--- src/rtl/mdu_pkg.sv ---
// Shared types and constants for the multiply/divide unit divider.
package mdu_pkg;

    typedef enum logic [1:0] {
        IDLE = 2'd0,
        CALC = 2'd1,
        FIX  = 2'd2,
        DONE = 2'd3
    } div_state_t;

    localparam int MDU_DIV_WIDTH_DEFAULT = 32;

    // Bits needed to count 0..value-1.
    function automatic int clog2(input int value);
        int r;
        int v;
        r = 0;
        v = value - 1;
        while (v > 0) begin
            r++;
            v = v >> 1;
        end
        return r;
    endfunction

endpackage

--- src/rtl/mdu_div_step.sv ---
// One combinational restoring-division step: shift in a dividend bit, try to subtract.
module mdu_div_step #(
    parameter int WIDTH = 32
) (
    input  logic [WIDTH:0]   i_rem,
    input  logic [WIDTH-1:0] i_dvs,
    input  logic             i_bit,
    output logic [WIDTH:0]   o_rem,
    output logic             o_qbit
);

    logic [WIDTH+1:0] w_full;

    assign w_full = {i_rem, i_bit};
    assign o_qbit = (w_full >= {2'b00, i_dvs});
    assign o_rem  = o_qbit ? (w_full[WIDTH:0] - {1'b0, i_dvs}) : w_full[WIDTH:0];

endmodule

--- src/rtl/mdu_divider.sv ---
// Iterative signed/unsigned restoring divider with annul support, latency WIDTH+2.
// Optional MDU_DIV_ZERO_FAST_EN: a zero divisor skips the iteration and completes in one cycle.
module mdu_divider
    import mdu_pkg::*;
#(
    parameter int WIDTH = MDU_DIV_WIDTH_DEFAULT
) (
    input  logic             clk,
    input  logic             rst,
    input  logic             start,
    input  logic             annul,
    input  logic             signed_op,
    input  logic [WIDTH-1:0] dividend,
    input  logic [WIDTH-1:0] divisor,
    output logic             busy,
    output logic             done,
    output logic [WIDTH-1:0] quotient,
    output logic [WIDTH-1:0] remainder
);

    localparam int CNT_W = clog2(WIDTH);

    div_state_t       r_state;
    div_state_t       w_next;
    logic [WIDTH:0]   r_rem;
    logic [WIDTH-1:0] r_dq;
    logic [WIDTH-1:0] r_dvs;
    logic [WIDTH-1:0] r_quotient;
    logic [WIDTH-1:0] r_remainder;
    logic             r_neg_q;
    logic             r_neg_r;
    logic [CNT_W-1:0] r_cnt;

    logic             w_accept;
    logic             w_last;
    logic             w_dvd_neg;
    logic             w_dvs_neg;
    logic [WIDTH-1:0] w_dvd_mag;
    logic [WIDTH-1:0] w_dvs_mag;
    logic [WIDTH:0]   w_step_rem;
    logic             w_step_q;

    assign w_accept  = start & ~annul;
    assign w_last    = (r_cnt == CNT_W'(WIDTH - 1));
    assign w_dvd_neg = signed_op & dividend[WIDTH-1];
    assign w_dvs_neg = signed_op & divisor[WIDTH-1];
    assign w_dvd_mag = w_dvd_neg ? (~dividend + 1'b1) : dividend;
    assign w_dvs_mag = w_dvs_neg ? (~divisor + 1'b1) : divisor;

    // r_dq holds the dividend MSB-first and fills with quotient bits from the bottom.
    mdu_div_step #(.WIDTH(WIDTH)) u_step (
        .i_rem  (r_rem),
        .i_dvs  (r_dvs),
        .i_bit  (r_dq[WIDTH-1]),
        .o_rem  (w_step_rem),
        .o_qbit (w_step_q)
    );

    always_ff @(posedge clk or posedge rst) begin
        if (rst) begin
            r_state <= IDLE;
        end else begin
            r_state <= w_next;
        end
    end

    always_comb begin
        w_next = r_state;
        case (r_state)
            IDLE: begin
                if (w_accept) begin
`ifdef MDU_DIV_ZERO_FAST_EN
                    w_next = (divisor == '0) ? DONE : CALC;
`else
                    w_next = CALC;
`endif
                end
            end
            CALC:    w_next = annul ? IDLE : (w_last ? FIX : CALC);
            FIX:     w_next = annul ? IDLE : DONE;
            DONE:    w_next = IDLE;
            default: w_next = IDLE;
        endcase
    end

    always_comb begin
        busy = (r_state != IDLE);
        done = (r_state == DONE);
    end

    always_ff @(posedge clk or posedge rst) begin
        if (rst) begin
            r_rem       <= '0;
            r_dq        <= '0;
            r_dvs       <= '0;
            r_neg_q     <= 1'b0;
            r_neg_r     <= 1'b0;
            r_cnt       <= '0;
            r_quotient  <= '0;
            r_remainder <= '0;
        end else begin
            case (r_state)
                IDLE: begin
                    if (w_accept) begin
                        r_rem   <= '0;
                        r_dq    <= w_dvd_mag;
                        r_dvs   <= w_dvs_mag;
                        r_neg_q <= w_dvd_neg ^ w_dvs_neg;
                        r_neg_r <= w_dvd_neg;
                        r_cnt   <= '0;
`ifdef MDU_DIV_ZERO_FAST_EN
                        if (divisor == '0) begin
                            r_quotient  <= '1;
                            r_remainder <= dividend;
                        end
`endif
                    end
                end
                CALC: begin
                    r_rem <= w_step_rem;
                    r_dq  <= {r_dq[WIDTH-2:0], w_step_q};
                    r_cnt <= r_cnt + 1'b1;
                end
                FIX: begin
                    // An annulled operation must leave the committed results untouched.
                    if (!annul) begin
                        r_quotient  <= r_neg_q ? (~r_dq + 1'b1) : r_dq;
                        r_remainder <= WIDTH'(r_neg_r ? (~r_rem + 1'b1) : r_rem);
                    end
                end
                default: ;
            endcase
        end
    end

    assign quotient  = r_quotient;
    assign remainder = r_remainder;

endmodule

--- config.mk ---
export PLATFORM = sky130hd
export DESIGN_NAME = mdu_divider
export DESIGN_NICKNAME = d
export VERILOG_FILES = /design/src/rtl/mdu_pkg.sv /design/src/rtl/mdu_div_step.sv /design/src/rtl/mdu_divider.sv
export SDC_FILE = /design/constraint.sdc
export NUM_CORES = 1
export LEC_CHECK = 0
export ABC_CLOCK_PERIOD_IN_PS = 8450
export CAP_MARGIN = 20
export CORE_ASPECT_RATIO = 2
export CORE_MARGIN = 2
export CORE_UTILIZATION = 30
export CTS_CLUSTER_SIZE = 10
export DETAILED_ROUTE_END_ITERATION = 12
export GPL_TIMING_DRIVEN = 0
export PLACE_DENSITY = 0.56
export SYNTH_ARGS = -nofsm -noshare
export SYNTH_HDL_FRONTEND = slang
export SYNTH_SLANG_ARGS = --single-unit
--- constraint.sdc ---
create_clock -name clk -period 8.45 [get_ports clk]
set_input_delay 0.845 -clock clk [delete_from_list [all_inputs] [get_ports clk]]
set_output_delay 0.845 -clock clk [all_outputs]
set_load 0.02 [all_outputs]
==> qor.yml <==
run_status:
  status: "completed"
critical_path:
  worst-path-buf-inv: 3
  crit_chain: "ha_1 -> clkbuf_1 -> nand3_1 -> nor3_1 -> nand4_1 -> o41ai_1 -> a31oi_1 -> o21a_1 -> buf_2 -> buf_2 -> nor3_1 -> a31oi_1 -> o31ai_1"
  worst_setup_path_start_kind: "register"
  critPathMaxFanout: 10
  cp_data_required_time_ns: 8.80
  crit_path_end_kind: "register"
  crit_cells: 13
  critical_path_class: "reg2reg"
  cp.arrival_ns: 4.42
  slowest_stage: "o41ai_1"
  r2r.worst_path.cells: 13
  critPathMaxStageDelay_ns: 0.97
  path_delay_family: "compound AO/OA/AOI/OAI gates"
job:
  cap_viol_max_count: 0
power_and_ir_drop:
  ir_drop_uv: 141
  powerDensity_mw_per_mm2: 299
  leakage_nw: 5.74
  p_total_mw: 4.09
placed_design:
  hpwl_um: 30400
  io_buffers: 133
  pre_cts_slack_ns: 4.08
  place_congestion: 0.922
  dp_cells: 1923
  dpl-instance-area_mm2: 0.0131
die:
  pin_count: 135
  rows: 99
  die_h_um: 277
  die_area_mm2: 0.0388
  start_util_pct: 30.5
  die_x_um: 140
  coreArea_mm2: 0.0365
sta:
  setup_ws_ns: 4.37
  slew_viol_final: 0
  fmax_mhz: 245
  worst_pin_slew_ns: 1.13
  max_slew_margin_pct: 24.0
  setup_viol: 0
  fin_crit_sh_pct: 48.2
  rsz0062_at_grt: "false"
  fin_setup_tns_ns: 0
  layout_min_cycle_time_ns: 4.08
  timing.hold.ws_ns: 0.476
  skew_ns: 0.0119
  hold_viol: 0
logic_synthesis:
  ys_seq_elements: 170
  syn_nets: 1442
  syn_avg_cell_area_um2: 8.35
  yosys.cell_types.count: 68
  synthTopCellsByArea: "dfrtp_1, xor2_1, nand2_1"
  ys.warnings.count: 0
  synth-edff-count: 0
  synth_top_flop_cell: "dfrtp_1"
  postSynth.asyncResetShare_pct: 100
  yosysTopAreaCellShare_pct: 38.2
  ys_seq_area_share_pct: 38.2
  syn_inst: 1334
  yosys.area.top_type: "dfrtp_1"
  syn_area_mm2: 0.0111
drt:
  wl_per_cell_um: 19.1
  drtIter0Drc: 411
  routed_wl_um: 37400
  final_antenna_net_count: 0
  firstDrtPassIters: 6
  vias: 10200
  viasPerCell: 5.22
  remaining_drc_errors: 0
global_route:
  grt_max_degree: 110
  grt_util_all_layers_pct: 19.3
  grt-ovfl-total: 0
  antenna_found_initial: 0
  grt_pass1_wl_um: 58000
  grt_pass1_vias: 10400
finish:
  final_net_count: 1596
  area_growth_pct: 22.6
  final_core_util_pct: 37.4
  antenna_cells: 0
  final_cells: 1955
  drive_gt1_share_pct: 3.80
  stdcell_area_mm2: 0.0137
clock_network:
  clk_pin_slew_worst_paths_ns: 0.07
  cts_buffers: 17
  clock_path_buffers: 2
  cts_sinks: 170
  clock-root-buffer: "clkbuf_16"
  htree_levels: 4
  cts_resized: 0
  cts_tree: "yes"
  clock_latency_ns: 0.45
  ctsHoldBuffers: 0
  post-cts-setup-buffer-count: 0
worst_hold_path:
  hold_class: "reg2reg"
  hold_depth: 2
==> state kept, by name (all words and copies together) (netlist names) <==
name and count:
r_rem 33, r_neg_r 1, r_cnt 5, remainder 32
r_state 2, r_neg_q 1, quotient 32, r_dvs 32
r_dq 32
==> layout make-up <==
cell class	count	area [um2]
buffer	77	299
clock buffer	17	425
clock inverter	15	156
fill	3744	22900
inverter	54	210
multi-input combinational	1033	6390
sequential	170	4250
tap	454	568
timing repair buffer	135	1360
==> worst register-to-register path: cells and delay by family, from the launching register on <==
kind | cells | cell delay, ns
compound gates | 5 | 1.36
flops | 1 | 0.50
simple gates | 4 | 1.06
fa+ha+maj | 1 | 0.33
buf+inv | 3 | 0.72
==> worst paths after layout <==
kind	from	to	slack [ns]
worst max-delay path	r_rem[23]$_DFFE_PP0P_	r_rem[16]$_DFFE_PP0P_	4.37
max in group asynchronous	rst	quotient[4]$_DFFE_PP0P_	6.71
min in group asynchronous	rst	remainder[8]$_DFFE_PP0P_	0.84
worst min register to register	r_dvs[4]$_DFFE_PP0P_	r_dvs[4]$_DFFE_PP0P_	0.48
worst min-delay path	r_dvs[4]$_DFFE_PP0P_	r_dvs[4]$_DFFE_PP0P_	0.48
worst max register to register	r_rem[23]$_DFFE_PP0P_	r_rem[16]$_DFFE_PP0P_	4.37
==> synth_stat cells, types with 17 or more instances <==
master	n
inv_1	54
dfrtp_1	170
a31oi_1	17
nand2_1	181
xor2_1	88
xnor2_1	55
ha_1	38
clkbuf_1	67
o21ai_0	131
nand3_1	48
o31ai_1	27
o21ai_1	70
a21oi_1	69
nor3_1	26
a22oi_1	27
nor2_1	67
==> where the power goes <==
| part | leakage [nW] | internal [mW] | switching, mW |
|---|---|---|---|
| clock | 0.283 | 0.418 | 0.374 |
| sequential | 2.11 | 0.999 | 0.250 |
| combinational | 3.35 | 0.828 | 1.22 |
| total | 5.74 | 2.24 | 1.85 |
==> cells by family after synthesis <==
group,synth area share [%]
AND/OR/NAND/NOR,18.4
AO/OA/AOI/OAI,22.1
flip-flops,38.2
XOR/XNOR,11.2
buffers and inverters,4.50
adder cells (fa/ha/maj),4.45
multiplexers,1.08
==> layout by cell type, fill, tap and decap left out, types with 13 or more instances in the layout <==
cell	count
nor2_1	67
o41ai_1	13
a21oi_1	69
o21ai_1	70
nor3_1	26
nand3_1	48
dfrtp_1	170
inv_1	53
ha_1	38
nand2_1	181
a22oi_1	27
clkdlybuf4s50_1	133
o21ai_0	131
clkbuf_1	67
clkbuf_16	17
xor2_1	88
and3_1	13
a31oi_1	17
xnor2_1	55
o31ai_1	27
a21o_1	14
==> per-layer routing <==
| layer | global-route usage [%] | routed length [um] | vias up |
|---|---|---|---|
| met5 | 0 | 0 | - |
| li1 | - | - | 5054 |
| met4 | 11.6 | 2090 | 0 |
| met1 | 18.2 | 12700 | 4803 |
| met2 | 38.3 | 21400 | 264 |
| met3 | 2.77 | 1150 | 89 |
(Power assumes the default switching activity.)
